## config.mk

```make
export PLATFORM = sky130hd
export DESIGN_NAME = bp_cce_cfg_link_arbiter
export DESIGN_NICKNAME = d
export VERILOG_FILES = /design/src/rtl/bp_cce_cfg_link_arbiter.sv
export SDC_FILE = /design/constraint.sdc
export NUM_CORES = 1
export LEC_CHECK = 0
export CAP_MARGIN = 20
export CORE_UTILIZATION = 30
export DETAILED_ROUTE_END_ITERATION = 8
export GPL_TIMING_DRIVEN = 0
export PLACE_DENSITY = 0.85
export SYNTH_ARGS = -nofsm -noshare
export SYNTH_HDL_FRONTEND = slang
export SYNTH_SLANG_ARGS = --single-unit
```

## constraint.sdc

```tcl
create_clock -name clk_i -period 1.9 [get_ports clk_i]
set_clock_uncertainty 0.1 [all_clocks]
set_input_delay 0.19 -clock clk_i [delete_from_list [all_inputs] [get_ports clk_i]]
set_output_delay 0.19 -clock clk_i [all_outputs]
set_load 0.005 [all_outputs]
```

## src/rtl/bp_cce_cfg_link_arbiter.sv

```systemverilog
// Round-robin arbiter sharing one CCE config-link target among several masters,
// with burst lock, single outstanding read tracking and a read timeout.
module bp_cce_cfg_link_arbiter #(
    parameter int unsigned num_req_p             = 2,
    parameter int unsigned cfg_link_addr_width_p = 16,
    parameter int unsigned cfg_link_data_width_p = 32,
    parameter int unsigned read_timeout_p        = 255
) (
    input  logic                                             clk_i,
    input  logic                                             reset_i,
    input  logic [num_req_p-1:0][cfg_link_addr_width_p-2:0]  req_addr_i,
    input  logic [num_req_p-1:0][cfg_link_data_width_p-1:0]  req_data_i,
    input  logic [num_req_p-1:0]                             req_v_i,
    input  logic [num_req_p-1:0]                             req_w_i,
    input  logic [num_req_p-1:0]                             req_lock_i,
    output logic [num_req_p-1:0]                             req_ready_o,
    output logic [num_req_p-1:0][cfg_link_data_width_p-1:0]  resp_data_o,
    output logic [num_req_p-1:0]                             resp_v_o,
    input  logic [num_req_p-1:0]                             resp_ready_i,
    output logic [cfg_link_addr_width_p-2:0]                 config_addr_o,
    output logic [cfg_link_data_width_p-1:0]                 config_data_o,
    output logic                                             config_v_o,
    output logic                                             config_w_o,
    input  logic                                             config_ready_i,
    input  logic [cfg_link_data_width_p-1:0]                 config_data_i,
    input  logic                                             config_v_i,
    output logic                                             config_ready_o,
    output logic                                             timeout_o
);

    localparam int unsigned dw_lp = cfg_link_data_width_p;
    localparam int unsigned ow_lp = (num_req_p > 1) ? $clog2(num_req_p) : 1;
    localparam int unsigned cw_lp = $clog2(read_timeout_p + 1);

    typedef enum logic [1:0] {
        e_idle  = 2'd0,
        e_grant = 2'd1,
        e_wait  = 2'd2,
        e_resp  = 2'd3
    } state_e;

    state_e             state_q, state_d;
    logic [ow_lp-1:0]   owner_q, owner_d;
    logic [ow_lp-1:0]   last_q, last_d;
    logic [cw_lp-1:0]   cnt_q, cnt_d;
    logic [dw_lp-1:0]   buf_q, buf_d;
    logic               timeout_q, timeout_d;

    // First requester searching upward from last+1 with wrap.
    function automatic logic [ow_lp-1:0] rr_pick(input logic [num_req_p-1:0] v,
                                                 input logic [ow_lp-1:0]     last);
        logic [ow_lp-1:0] pick;
        logic             found;
        int unsigned      cand;
        pick  = last;
        found = 1'b0;
        for (int unsigned i = 1; i <= num_req_p; i++) begin
            cand = 32'(last) + i;
            if (cand >= num_req_p) cand = cand - num_req_p;
            if (!found && v[ow_lp'(cand)]) begin
                found = 1'b1;
                pick  = ow_lp'(cand);
            end
        end
        return pick;
    endfunction

    always_ff @(posedge clk_i) begin
        if (reset_i) begin
            state_q   <= e_idle;
            owner_q   <= '0;
            last_q    <= ow_lp'(num_req_p - 1);
            cnt_q     <= '0;
            buf_q     <= '0;
            timeout_q <= 1'b0;
        end else begin
            state_q   <= state_d;
            owner_q   <= owner_d;
            last_q    <= last_d;
            cnt_q     <= cnt_d;
            buf_q     <= buf_d;
            timeout_q <= timeout_d;
        end
    end

    always_comb begin
        state_d   = state_q;
        owner_d   = owner_q;
        last_d    = last_q;
        cnt_d     = cnt_q;
        buf_d     = buf_q;
        timeout_d = timeout_q;
        case (state_q)
            e_idle: begin
                if (|req_v_i) begin
                    owner_d = rr_pick(req_v_i, last_q);
                    last_d  = owner_d;
                    state_d = e_grant;
                end
            end
            e_grant: begin
                if (req_v_i[owner_q] && config_ready_i) begin
                    if (req_w_i[owner_q]) begin
                        state_d = req_lock_i[owner_q] ? e_grant : e_idle;
                    end else begin
                        state_d = e_wait;
                        cnt_d   = '0;
                    end
                end else if (!req_v_i[owner_q]) begin
                    state_d = req_lock_i[owner_q] ? e_grant : e_idle;
                end
            end
            e_wait: begin
                // Real data takes priority over a coincident timeout.
                if (config_v_i) begin
                    buf_d   = config_data_i;
                    state_d = e_resp;
                end else if (cnt_q == cw_lp'(read_timeout_p - 1)) begin
                    buf_d     = '1;
                    timeout_d = 1'b1;
                    state_d   = e_resp;
                end else begin
                    cnt_d = cnt_q + cw_lp'(1);
                end
            end
            e_resp: begin
                if (resp_ready_i[owner_q]) begin
                    state_d = req_lock_i[owner_q] ? e_grant : e_idle;
                end
            end
            default: state_d = e_idle;
        endcase
    end

    always_comb begin
        req_ready_o    = '0;
        resp_v_o       = '0;
        resp_data_o    = '0;
        config_v_o     = 1'b0;
        config_w_o     = 1'b0;
        config_addr_o  = '0;
        config_data_o  = '0;
        config_ready_o = 1'b0;
        case (state_q)
            e_grant: begin
                config_v_o           = req_v_i[owner_q];
                config_w_o           = req_w_i[owner_q];
                config_addr_o        = req_addr_i[owner_q];
                config_data_o        = req_data_i[owner_q];
                req_ready_o[owner_q] = config_ready_i;
            end
            e_wait: config_ready_o = 1'b1;
            e_resp: begin
                resp_v_o[owner_q]    = 1'b1;
                resp_data_o[owner_q] = buf_q;
            end
            default: ;
        endcase
    end

    assign timeout_o = timeout_q;

    config_v_only_in_wait_a: assert property (@(posedge clk_i) disable iff (reset_i)
        config_v_i |-> (state_q == e_wait));

endmodule

```

==> impl_metrics.py <==
metrics = {
    "outcome": {
        "status": "finished with violations",
        "violations": "setup timing",
    },
    "synth": {
        "async_reset_ff_share_pct": 0,
        "avgSynthCellArea_um2": 8.64,
        "synth_seq_cells": 45,
        "netlist_instances": 353,
        "syn_nets": 493,
        "syn_area_um2": 3050,
        "synth_edf_count": 0,
        "yosysWarningCount": 0,
        "synthFlopType": "dfxtp_1",
        "yosys.cell_types.count": 43,
        "synth_seq_area_share_pct": 29.5,
    },
    "detailed_routing": {
        "routed_wl_mm": 12.8,
        "drtAntennaViolNets": 0,
        "wire_per_inst_um": 16.6,
        "drt-pass1-iter-count": 4,
        "via_per_inst": 4.92,
        "num_vias": 3782,
        "drc": 0,
        "drt_iter0_drc": 141,
    },
    "final_layout": {
        "antenna_cells": 0,
        "fin_nets": 775,
        "drive_above_1_share_pct": 23.1,
        "syn2layout_area_growth_pct": 101,
        "final_util_pct": 62.6,
    },
    "worst_setup_path": {
        "cp.required_ns": 1.61,
        "arrival_ns": 1.62,
        "ff2ff_path_depth": 7,
        "startpoint_type": "flip-flop",
        "worst_setup_path_end_kind": "output pin",
        "crit_path_max_fanout": 6,
        "critPathKind": "reg -> out",
    },
    "sta": {
        "slew-limit-headroom_pct": 65.3,
        "slew_violations": 0,
        "holdWs_ns": 0.0607,
        "setup-violations-final": 1,
        "rsz0062_at_grt": "true",
        "timing.final.crit_period_ns": 1.91,
        "max_freq_mhz": 523,
        "timing.final.crit_share_pct": 101,
        "hold_viol_final": 0,
        "timing.final.ws_setup_ns": -0.0119,
        "tightest_slew_ns": 0.521,
    },
    "clocking": {
        "cts_root_buf": "clkbuf_8",
        "cts_sinks": 45,
        "cts_buffers": 5,
        "cts_max_path_buffers": 2,
        "h-tree-depth": 2,
        "insertion_delay_ns": 0.29,
        "clk_pin_slew_ns": 0.08,
        "cts_tree": "done",
    },
    "hold_path": {
        "hold_path_class": "in -> reg",
        "min_path_cells": 2,
    },
    "global_route": {
        "grt_pass1_wl_mm": 18.9,
        "use_met3_pct": 5.90,
        "grt.busiest_layer": "met2",
        "grt_max_degree": 14,
        "globalRouteMet1Util_pct": 27.6,
        "grt_usage_pct": 23.1,
        "use_met2_pct": 41.1,
        "antenna_found_initial": 1,
        "grt_pass1_vias": 3647,
        "grt_overflow": 0,
    },
    "place": {
        "numPortBuffers": 255,
        "place_congestion": 0.855,
        "hpwl_mm": 9.96,
    },
    "floorplanning": {
        "dieHeight_um": 103,
        "ios": 257,
        "die_w_um": 103,
        "core_area_um2": 9820,
        "start_util_pct": 31.1,
        "die-area_um2": 10600,
        "row_count": 36,
    },
    "flow_run": {
        "drv_cap": 0,
    },
    "power_and_ir_drop": {
        "power.density_nw_per_um2": 450,
        "vdd_ir_drop_max_mv": 0.248,
        "power_mw": 2.77,
        "p_leak_nw": 2.78,
    },
}
-- path summary, 6_finish.rpt --
kind                     startpoint                      to  slack [ns]
min reg2reg  timeout_o$_SDFFE_PP0P_  timeout_o$_SDFFE_PP0P_        0.38
min                         reset_i               flip-flop        0.06
max            owner_q$_SDFFE_PP0P_       config_data_o[12]       -0.01
max reg2reg   cnt_q[0]$_SDFFE_PP0P_  buf_q[28]$_SDFFE_PP0P_        0.11
-- critical path: stages (launching register included) --
cell	delay (ns)
dfxtp_4	0.40
bufbuf_16	0.28
buf_12	0.12
mux2i_2	0.21
nor2_1	0.06
dlygate4sd2_1	0.26
-- sequential cells by signal (all words and copies together), names as in the netlist, named ones only --
signal     count
buf_q         32
cnt_q          8
last_q         1
owner_q        1
state_q        1
timeout_o      1
-- cell usage in the layout, fill, tap and decap left out, types with 11 or more instances in the layout --
cell             instances
dlygate4sd2_1           67
clkbuf_8                13
clkdlybuf4s15_1         17
nor2_1                  52
mux2i_1                 50
clkdlybuf4s50_1        137
o221a_2                 30
buf_6                   11
buf_2                   12
dfxtp_1                 41
clkbuf_2                20
buf_4                   15
and2_1                  57
-- stage by stage --
step / setup slack, ns / setup TNS [ns] / instances / area (um^2)
final: -0.0119 / -0.0119 / 768 / 6140
after global routing: -0.0861 / -0.662 / 768 / 6140
after CTS: -0.0375 / -0.0943 / 762 / 6070
after detailed placement: -0.418 / -22.50 / 741 / 5770
after global placement: -0.385 / -18.76 / 741 / 5770
after floorplan: 0.246 / 0 / 353 / 3050
-- layout make-up --
type | instances | area, um^2
Buffer | 31 | 310
Clock buffer | 5 | 68.8
Clock inverter | 2 | 35.0
Fill cell | 860 | 3680
Inverter | 6 | 22.5
Multi-Input combinational cell | 269 | 2020
Sequential cell | 45 | 911
Tap cell | 133 | 166
Timing Repair Buffer | 277 | 2610
-- Yosys cell counts, types with 2 or more instances --
library cell / instances / area, um^2
and3_1: 3 / 18.8
ha_1: 2 / 25.0
nand4_1: 2 / 12.5
clkbuf_1: 17 / 63.8
dfxtp_1: 45 / 901
inv_1: 5 / 18.8
and2_1: 64 / 400
o211ai_1: 2 / 15.0
nand2b_1: 3 / 18.8
nor2_1: 55 / 206
a211oi_1: 2 / 15.0
mux2i_1: 52 / 521
buf_4: 5 / 37.5
o21ai_0: 2 / 10.0
o221a_1: 2 / 22.5
buf_6: 2 / 22.5
nand3_1: 10 / 50.1
o221a_2: 30 / 338
buf_2: 9 / 45.0
a211oi_2: 2 / 25.0
nand2_1: 9 / 33.8
nand3b_1: 4 / 30.0
a21oi_1: 6 / 30.0
-- where the power goes --
part	switching, mW	leakage, nW	internal, mW
Combinational	0.418	2.36	0.663
Sequential	0.0207	0.366	0.966
Clock	0.315	0.0540	0.382
Total	0.754	2.78	2.01
-- what timing repair did --
action | 4_1_cts | 5_1_grt
pin swaps | 2 | 2
endpoints found under the setup margin | 118 | 72
resized for setup | 228 | 76
hold buffers | 0 | 0
setup buffers | 10 | 5
cloned | 6 | 1
-- cell families after synthesis --
family                   synth area share, %
AND/OR/NAND/NOR                         27.7
AO/OA/AOI/OAI                           18.0
multiplexers                            17.4
flip-flops                              29.5
buffers and inverters                   6.28
adder cells (fa/ha/maj)                0.821
XOR/XNOR                               0.287
-- metal layers --
metal	up-vias	wire length, um
li1	1815	-
met1	1772	5170
met2	164	6240
met3	29	1040
met4	2	308
met5	-	15
Note: power is estimated with default switching activity, not from simulation.
